### src/rtl/elevator_pkg.sv
// rtl/elevator_pkg.sv - shared encodings and timing defaults for the elevator sequencer
// Purpose: state/position encodings, default timing constants and a sizing helper.
// Ports: none (package).
package elevator_pkg;

  typedef enum logic [2:0] {
    ST_OPEN        = 3'd0,
    ST_WAIT_OPEN   = 3'd1,
    ST_DWELL       = 3'd2,
    ST_CLOSE       = 3'd3,
    ST_WAIT_CLOSED = 3'd4,
    ST_MOVE        = 3'd5,
    ST_FAULT       = 3'd6
  } state_e;

  typedef enum logic {
    POS_LOWER = 1'b0,
    POS_UPPER = 1'b1
  } pos_e;

  localparam int DEF_DWELL_CYCLES = 8;
  localparam int DEF_STEP_CYCLES  = 4;
  localparam int DEF_DOOR_TIMEOUT = 16;
  localparam int DEF_MAX_STEPS    = 3;

  // Largest of four timing values; sizes the shared timer.
  function automatic int max4(input int a, input int b, input int c, input int d);
    int m;
    m = a;
    if (b > m) m = b;
    if (c > m) m = c;
    if (d > m) m = d;
    return m;
  endfunction

endpackage

### src/rtl/elevator_if.sv
// rtl/elevator_if.sv - sensor/request and command-pulse bundle between transducer and sequencer
// Purpose: groups the latched requests/sensors and the motor/door command pulses.
// Ports: master = sequencer (requests/sensors in, pulses out); slave = transducer side.
interface elevator_if;
  // Requests and sensors from the transducer
  logic GU, GL, CU, CL;
  logic UES, LES, IS;
  logic AU, AL;
  // Command pulses to the transducer
  logic MU, MD;
  logic CUE, CLE, CI;
  logic OUE, OLE, OI;

  modport master (
    input  GU, GL, CU, CL, UES, LES, IS, AU, AL,
    output MU, MD, CUE, CLE, CI, OUE, OLE, OI
  );

  modport slave (
    output GU, GL, CU, CL, UES, LES, IS, AU, AL,
    input  MU, MD, CUE, CLE, CI, OUE, OLE, OI
  );
endinterface

### src/rtl/elevator_timer.sv
// rtl/elevator_timer.sv - loadable saturating down-counter with done flag
// Purpose: one timer shared by dwell, step and door-timeout intervals.
// Ports: clk, rst (async, active-high), load_i/value_i load the count, done_o high at zero.
module elevator_timer #(
  parameter int W = 5
) (
  input  logic         clk,
  input  logic         rst,
  input  logic         load_i,
  input  logic [W-1:0] value_i,
  output logic         done_o
);
  logic [W-1:0] count_q;

  // Stops at zero instead of wrapping, so done_o stays high until reloaded.
  always_ff @(posedge clk or posedge rst) begin
    if (rst) begin
      count_q <= '0;
    end else if (load_i) begin
      count_q <= value_i;
    end else if (count_q != '0) begin
      count_q <= count_q - 1'b1;
    end
  end

  assign done_o = (count_q == '0);
endmodule

### src/rtl/elevator_sequencer.sv
// rtl/elevator_sequencer.sv - central open/dwell/close/move FSM of the two-landing elevator
// Purpose: sequences doors and motor steps, raises a sticky fault on door/motor timeouts.
// Ports: clk, reset (async, active-high), bus (elevator_if.master), state[2:0], fault.
// Optional: ELEVATOR_SEQ_REOPEN_EN - one same-side reopen per stop during CLOSE/WAIT_CLOSED.
module elevator_sequencer
  import elevator_pkg::*;
#(
  parameter int DWELL_CYCLES = DEF_DWELL_CYCLES,
  parameter int STEP_CYCLES  = DEF_STEP_CYCLES,
  parameter int DOOR_TIMEOUT = DEF_DOOR_TIMEOUT,
  parameter int MAX_STEPS    = DEF_MAX_STEPS
) (
  input  logic       clk,
  input  logic       reset,
  elevator_if.master bus,
  output logic [2:0] state,
  output logic       fault
);
  localparam int TW = $clog2(max4(DWELL_CYCLES, STEP_CYCLES, DOOR_TIMEOUT, MAX_STEPS) + 1);
  localparam int SW = $clog2(MAX_STEPS + 1);
  localparam logic [TW-1:0] T_DOOR  = TW'(DOOR_TIMEOUT);
  // Dwell and step reloads are one short: the cycle of the transition itself counts.
  localparam logic [TW-1:0] T_DWELL = TW'(DWELL_CYCLES - 1);
  localparam logic [TW-1:0] T_STEP  = TW'(STEP_CYCLES - 1);
  localparam logic [SW-1:0] S_MAX   = SW'(MAX_STEPS);

  state_e        state_q;
  pos_e          pos_q;
  logic [SW-1:0] steps_q;
  logic          fault_q;
  logic          mu_q, md_q, cue_q, cle_q, ci_q, oue_q, ole_q, oi_q;

  logic          tmr_load;
  logic [TW-1:0] tmr_val;
  logic          tmr_done;

  logic at_lower, land_open, doors_open, doors_closed, req_opp, arrived, reopen;

  assign at_lower     = (pos_q == POS_LOWER);
  assign land_open    = at_lower ? bus.LES : bus.UES;
  assign doors_open   = bus.IS & land_open;
  assign doors_closed = ~bus.IS & ~land_open;
  // Only calls that send the car to the other landing start a trip.
  assign req_opp      = at_lower ? (bus.GU | bus.CU) : (bus.GL | bus.CL);
  assign arrived      = at_lower ? bus.AU : bus.AL;

`ifdef ELEVATOR_SEQ_REOPEN_EN
  logic same_now, same_q, reopened_q;
  assign same_now = at_lower ? (bus.GL | bus.CL) : (bus.GU | bus.CU);
  // Rising same-side call while closing, once per stop.
  assign reopen   = same_now & ~same_q & ~reopened_q &
                    ((state_q == ST_CLOSE) | (state_q == ST_WAIT_CLOSED));

  always_ff @(posedge clk or posedge reset) begin
    if (reset) begin
      same_q     <= 1'b0;
      reopened_q <= 1'b0;
    end else begin
      same_q <= same_now;
      if (reopen) begin
        reopened_q <= 1'b1;
      end else if ((state_q == ST_MOVE) && tmr_done && arrived) begin
        reopened_q <= 1'b0;
      end
    end
  end
`else
  assign reopen = 1'b0;
`endif

  always_comb begin
    tmr_load = 1'b0;
    tmr_val  = '0;
    case (state_q)
      ST_OPEN, ST_CLOSE: begin
        tmr_load = 1'b1;
        tmr_val  = T_DOOR;
      end
      ST_WAIT_OPEN: if (doors_open) begin
        tmr_load = 1'b1;
        tmr_val  = T_DWELL;
      end
      // Zero load makes the first motor step fire on the first MOVE cycle.
      ST_WAIT_CLOSED: if (doors_closed) begin
        tmr_load = 1'b1;
        tmr_val  = '0;
      end
      ST_MOVE: if (tmr_done && !arrived && (steps_q < S_MAX)) begin
        tmr_load = 1'b1;
        tmr_val  = T_STEP;
      end
      default: ;
    endcase
  end

  elevator_timer #(.W(TW)) u_timer (
    .clk    (clk),
    .rst    (reset),
    .load_i (tmr_load),
    .value_i(tmr_val),
    .done_o (tmr_done)
  );

  always_ff @(posedge clk or posedge reset) begin
    if (reset) begin
      state_q <= ST_OPEN;
      pos_q   <= POS_LOWER;
      steps_q <= '0;
      fault_q <= 1'b0;
      {mu_q, md_q, cue_q, cle_q, ci_q, oue_q, ole_q, oi_q} <= '0;
    end else begin
      {mu_q, md_q, cue_q, cle_q, ci_q, oue_q, ole_q, oi_q} <= '0;
      case (state_q)
        ST_OPEN: begin
          oi_q    <= 1'b1;
          ole_q   <= at_lower;
          oue_q   <= ~at_lower;
          state_q <= ST_WAIT_OPEN;
        end
        ST_WAIT_OPEN: begin
          if (doors_open) begin
            state_q <= ST_DWELL;
          end else if (tmr_done) begin
            state_q <= ST_FAULT;
            fault_q <= 1'b1;
          end
        end
        ST_DWELL: begin
          if (tmr_done && req_opp) state_q <= ST_CLOSE;
        end
        ST_CLOSE: begin
          if (reopen) begin
            state_q <= ST_OPEN;
          end else begin
            ci_q    <= 1'b1;
            cle_q   <= at_lower;
            cue_q   <= ~at_lower;
            state_q <= ST_WAIT_CLOSED;
          end
        end
        ST_WAIT_CLOSED: begin
          if (reopen) begin
            state_q <= ST_OPEN;
          end else if (doors_closed) begin
            steps_q <= '0;
            state_q <= ST_MOVE;
          end else if (tmr_done) begin
            state_q <= ST_FAULT;
            fault_q <= 1'b1;
          end
        end
        ST_MOVE: begin
          if (tmr_done) begin
            if (arrived) begin
              pos_q   <= at_lower ? POS_UPPER : POS_LOWER;
              state_q <= ST_OPEN;
            end else if (steps_q >= S_MAX) begin
              state_q <= ST_FAULT;
              fault_q <= 1'b1;
            end else begin
              mu_q    <= at_lower;
              md_q    <= ~at_lower;
              steps_q <= steps_q + 1'b1;
            end
          end
        end
        ST_FAULT: fault_q <= 1'b1;
        default: begin
          state_q <= ST_FAULT;
          fault_q <= 1'b1;
        end
      endcase
    end
  end

  assign bus.MU  = mu_q;
  assign bus.MD  = md_q;
  assign bus.CUE = cue_q;
  assign bus.CLE = cle_q;
  assign bus.CI  = ci_q;
  assign bus.OUE = oue_q;
  assign bus.OLE = ole_q;
  assign bus.OI  = oi_q;
  assign state   = state_q;
  assign fault   = fault_q;
endmodule

### src/flat_wrapper.sv
// flat-port wrapper written by rule: the top's interface ports become plain ports
module elevator_sequencer_flat import elevator_pkg::*;
#(
  parameter int DWELL_CYCLES = DEF_DWELL_CYCLES,
  parameter int STEP_CYCLES  = DEF_STEP_CYCLES,
  parameter int DOOR_TIMEOUT = DEF_DOOR_TIMEOUT,
  parameter int MAX_STEPS    = DEF_MAX_STEPS
)
  (clk, reset, state, fault, bus_GU, bus_GL, bus_CU, bus_CL, bus_UES, bus_LES, bus_IS, bus_AU, bus_AL, bus_MU, bus_MD, bus_CUE, bus_CLE, bus_CI, bus_OUE, bus_OLE, bus_OI);
  elevator_if bus_i ();
  input  logic clk;
  input  logic reset;
  output logic [2:0] state;
  output logic fault;
  input wire logic [$bits(bus_i.GU)-1:0] bus_GU;
  input wire logic [$bits(bus_i.GL)-1:0] bus_GL;
  input wire logic [$bits(bus_i.CU)-1:0] bus_CU;
  input wire logic [$bits(bus_i.CL)-1:0] bus_CL;
  input wire logic [$bits(bus_i.UES)-1:0] bus_UES;
  input wire logic [$bits(bus_i.LES)-1:0] bus_LES;
  input wire logic [$bits(bus_i.IS)-1:0] bus_IS;
  input wire logic [$bits(bus_i.AU)-1:0] bus_AU;
  input wire logic [$bits(bus_i.AL)-1:0] bus_AL;
  output wire logic [$bits(bus_i.MU)-1:0] bus_MU;
  output wire logic [$bits(bus_i.MD)-1:0] bus_MD;
  output wire logic [$bits(bus_i.CUE)-1:0] bus_CUE;
  output wire logic [$bits(bus_i.CLE)-1:0] bus_CLE;
  output wire logic [$bits(bus_i.CI)-1:0] bus_CI;
  output wire logic [$bits(bus_i.OUE)-1:0] bus_OUE;
  output wire logic [$bits(bus_i.OLE)-1:0] bus_OLE;
  output wire logic [$bits(bus_i.OI)-1:0] bus_OI;
  assign bus_i.GU = bus_GU;
  assign bus_i.GL = bus_GL;
  assign bus_i.CU = bus_CU;
  assign bus_i.CL = bus_CL;
  assign bus_i.UES = bus_UES;
  assign bus_i.LES = bus_LES;
  assign bus_i.IS = bus_IS;
  assign bus_i.AU = bus_AU;
  assign bus_i.AL = bus_AL;
  assign bus_MU = bus_i.MU;
  assign bus_MD = bus_i.MD;
  assign bus_CUE = bus_i.CUE;
  assign bus_CLE = bus_i.CLE;
  assign bus_CI = bus_i.CI;
  assign bus_OUE = bus_i.OUE;
  assign bus_OLE = bus_i.OLE;
  assign bus_OI = bus_i.OI;
  elevator_sequencer #(.DWELL_CYCLES(DWELL_CYCLES), .STEP_CYCLES(STEP_CYCLES), .DOOR_TIMEOUT(DOOR_TIMEOUT), .MAX_STEPS(MAX_STEPS)) u_core (.clk(clk), .reset(reset), .bus(bus_i), .state(state), .fault(fault));
endmodule
### config.mk
export PLATFORM = sky130hd
export DESIGN_NAME = elevator_sequencer_flat
export DESIGN_NICKNAME = d
export VERILOG_FILES = /design/src/rtl/elevator_pkg.sv /design/src/rtl/elevator_if.sv /design/src/rtl/elevator_timer.sv /design/src/rtl/elevator_sequencer.sv /design/src/flat_wrapper.sv
export SDC_FILE = /design/constraint.sdc
export NUM_CORES = 1
export LEC_CHECK = 0
export CELL_PAD_IN_SITES_DETAIL_PLACEMENT = 0
export CELL_PAD_IN_SITES_GLOBAL_PLACEMENT = 2
export CORE_UTILIZATION = 40
export CTS_BUF_LIST = sky130_fd_sc_hd__clkbuf_4
export DETAILED_ROUTE_END_ITERATION = 8
export DONT_BUFFER_PORTS = 1
export PLACE_DENSITY = 0.79
export SLEW_MARGIN = 20
export SYNTH_ARGS = -nofsm -noshare
export SYNTH_HDL_FRONTEND = slang
export SYNTH_SLANG_ARGS = --single-unit
### constraint.sdc
create_clock -name clk -period 2.1 [get_ports clk]
set_input_delay 0.42 -clock clk [delete_from_list [all_inputs] [get_ports clk]]
set_output_delay 0.42 -clock clk [all_outputs]
set_load 0.05 [all_outputs]
==> impl_metrics.env <==
export IMPL_core_region_area_um2=2734
export IMPL_synth_seq_cells=20
export IMPL_largest_net_degree_at_the_start_of_global_routing=21
export IMPL_worst_hold_path_type="input pin to asynchronous set/reset pin"
export IMPL_worst_endpoint_required_ns=2.31
export IMPL_regToRegEndpoint="u_core.state[0]"
export IMPL_synthCells=116
export IMPL_postSynthAreaPerCell_um2=9.956
export IMPL_chipWidth_um=55.73
export IMPL_worst_ir_drop_vdd_mv=0.7369
export IMPL_worst_slew_margin_rel=0.5064
export IMPL_synth_ff_type="sky130_fd_sc_hd__dfrtp_1"
export IMPL_reg2reg_depth=7
export IMPL_routed_via_density=5.783
export IMPL_worst_path_max_fanout=11
export IMPL_ctsRootBufferMaster="sky130_fd_sc_hd__clkbuf_4"
export IMPL_largest_register_ff_count=5
export IMPL_reg2reg_from="u_core.u_timer.count_q[0]"
export IMPL_grtUsageTotal=0.1791
export IMPL_rows=19
export IMPL_detail_route_iter0_violations=30
export IMPL_count_of_cell_types_in_the_netlist=46
export IMPL_post_route_worst_setup_slack_ns=0.2094
export IMPL_vias=879
export IMPL_setup_violations_final=0
export IMPL_port_buffer_count=0
export IMPL_drc_errors=0
export IMPL_design_area_um2=1270
export IMPL_overflow=0
export IMPL_outcome="complete, no violations"
export IMPL_skew_ns=0.007457
export IMPL_worstMarginPinSlew_ns=0.7397
export IMPL_layout_area_seq_um2=500.5
export IMPL_routed_wl_mm=2.387
export IMPL_post_route_cells_drive_above_1_share=0.1653
export IMPL_chipHeight_um=55.73
export IMPL_clk_insertion_delay_late_ns=0.30
export IMPL_hold_slack_ns=0.1123
export IMPL_critical_path_class="flip-flop to flip-flop"
export IMPL_fin_crit_sh=0.9003
export IMPL_grt_antenna_before_repair=0
export IMPL_synth_edf_count=0
export IMPL_setup_repair_after_global_routing_missed_its_margin="false"
export IMPL_initial_utilization=0.4224
export IMPL_async_flop_share=1.000
export IMPL_fmax_ghz=0.5289
export IMPL_tritoncts="built"
export IMPL_cts_hold_fix_buffers=0
export IMPL_final_hold_viol_count=0
export IMPL_count_of_tritonroute_iterations_in_the_first_routing_pass=4
export IMPL_crit_path_end="u_core.state[0]"
export IMPL_ant_nets=0
export IMPL_gp_congestion=0.8242
export IMPL_leakage_power_nw=0.5487
export IMPL_floorplan_die_area_um2=3106
export IMPL_syn_to_final_growth_pct=9.968
export IMPL_max_cap_violations=0
export IMPL_grt_first_pass_wirelength_mm=4.333
export IMPL_fill_cells=270
export IMPL_place_ws_ns=0.1929
export IMPL_total_power_w=0.002024
export IMPL_synth_top_cell_area_share=0.4334
export IMPL_critPathArrivalTime_ns=2.10
export IMPL_power_density_nw_per_um2=1594
export IMPL_grt_pass1_vias=915
export IMPL_finish_net_count=136
export IMPL_timing_max_transition_violations_final=0
export IMPL_fin_tns_setup_ns=0
export IMPL_clkSlewWorstSetupHoldPaths_ns=0.12
export IMPL_yosysWarningCount=0
export IMPL_dp_hpwl_mm=1.732
export IMPL_r2r_slack_ns=0.21
export IMPL_multiInputGateArea_um2=595.6
export IMPL_diodes=0
export IMPL_avgRoutedWirePerCell_um=15.70
export IMPL_cts_htree_levels=1
export IMPL_io_pins=23
export IMPL_ys_top_cells_by_area="sky130_fd_sc_hd__dfrtp_1 43%, sky130_fd_sc_hd__a21oi_1 4.8%, sky130_fd_sc_hd__ha_1 3.3%"
export IMPL_numCtsBuffers=3
export IMPL_placed_cell_area_um2=1217
export IMPL_clock_sinks=20
export IMPL_worst_setup_startpoint="u_core.u_timer.count_q[0]"
export IMPL_crit_start_category="flip-flop"
export IMPL_synth_sequential_area_ratio=0.4334
export IMPL_synth_top_area_cell="sky130_fd_sc_hd__dfrtp_1"
export IMPL_post_cts_resize_count=0
export IMPL_fin_crit_ns=1.891
export IMPL_setup_repair_bufs_after_cts=0
export IMPL_setup_worst_path_end_class="flip-flop"
export IMPL_synthesis_nets=130
export IMPL_cts_buffer_depth=2
export IMPL_registers_top_by_ff_count="u_core.u_timer.count_q"
export IMPL_post_synth_instance_area_um2=1155
==> synth_stat cells (all sizes together), types with 2 or more instances <==
master	number
a211oi	2
a21oi	12
a31oi	2
and2	2
buf	4
clkbuf	3
dfrtp	20
ha	3
inv	6
mux2	3
mux2i	3
nand2	7
nand3b	2
nand4	4
nor2	9
nor3	3
nor4	2
nor4b	2
o21ai	4
o21bai	2
or3	2
xnor2	2
==> how the worst min path moves through the flow <==
| stage | start | end | slack [ns] |
|---|---|---|---|
| 3_3_place_gp | reset | u_core.u_timer.count_q[4] | 0.48 |
| 3_5_place_dp | reset | u_core.u_timer.count_q[4] | 0.49 |
| 5_1_grt | bus_AU | u_core.bus.MU | 0.15 |
| 4_1_cts | reset | u_core.u_timer.count_q[4] | 0.15 |
| 6_report | reset | u_core.u_timer.count_q[4] | 0.11 |
| 2_1_floorplan | reset | u_core.bus.CI | 0.38 |
==> worst max-delay path: stages, from the launching register on <==
cell	delay [ns]
sky130_fd_sc_hd__dfrtp_1	0.40
sky130_fd_sc_hd__inv_1	0.11
sky130_fd_sc_hd__ha_1	0.21
sky130_fd_sc_hd__nor4b_4	0.24
sky130_fd_sc_hd__buf_4	0.23
sky130_fd_sc_hd__o211ai_1	0.10
sky130_fd_sc_hd__and3_1	0.21
sky130_fd_sc_hd__o31a_1	0.29
==> kinds of logic after synthesis <==
kind of cell               synth area share
muxes                               0.05850
AOI/OAI and AO/OA                    0.1669
buffers and inverters               0.05092
and+or+nand+nor                      0.2351
adders and majority gates           0.03251
DFF                                  0.4334
xor gates and xnor gates            0.02276
==> metrics by stage <==
step           cells  utilization
2_1_floorplan    116            -
3_3_place_gp     148       0.4453
3_5_place_dp     148       0.4453
4_1_cts          152       0.4645
5_1_grt          152       0.4645
6_report         152       0.4645
==> layout by cell type, fill, tap and decap left out, types with 3 or more instances in the layout <==
| master | netlist | final |
|---|---|---|
| sky130_fd_sc_hd__nand4_1 | 4 | 4 |
| sky130_fd_sc_hd__buf_4 | 0 | 8 |
| sky130_fd_sc_hd__nor2_1 | 9 | 9 |
| sky130_fd_sc_hd__nor3_1 | 3 | 3 |
| sky130_fd_sc_hd__clkbuf_4 | 0 | 3 |
| sky130_fd_sc_hd__o21ai_0 | 4 | 4 |
| sky130_fd_sc_hd__a21oi_1 | 11 | 11 |
| sky130_fd_sc_hd__dfrtp_1 | 20 | 20 |
| sky130_fd_sc_hd__ha_1 | 3 | 3 |
| sky130_fd_sc_hd__inv_1 | 6 | 6 |
| sky130_fd_sc_hd__nand2_1 | 7 | 7 |
| sky130_fd_sc_hd__mux2i_1 | 3 | 3 |
==> cell type report <==
class	instances	share of cell area
repair buffers	8	0.04729
inverters	6	0.01773
flip-flops and latches	20	0.3941
clock inverters	1	0.02365
clock buffers	3	0.01773
multi-input cells	83	0.4690
well taps	31	0.03054
==> metal layers <==
| metal | vias to the layer above | global-route usage | part of all wire |
|---|---|---|---|
| met3 | 2 | 0.04186 | 0.058 |
| met4 | 0 | 0.07857 | 0.0096 |
| met5 | - | 0 | 0 |
| met1 | 418 | 0.2522 | 0.51 |
| met2 | 28 | 0.2616 | 0.42 |
| li1 | 431 | - | - |
==> where the power goes <==
| part | total (W) | switching [W] | leakage (nW) | internal (W) |
|---|---|---|---|---|
| Clock | 0.000317 | 0.000124 | 0.0279 | 0.000193 |
| Sequential | 0.000774 | 0.000265 | 0.256 | 0.000509 |
| Combinational | 0.000933 | 0.000531 | 0.265 | 0.000401 |
Note: power is estimated with default switching activity, not from simulation.
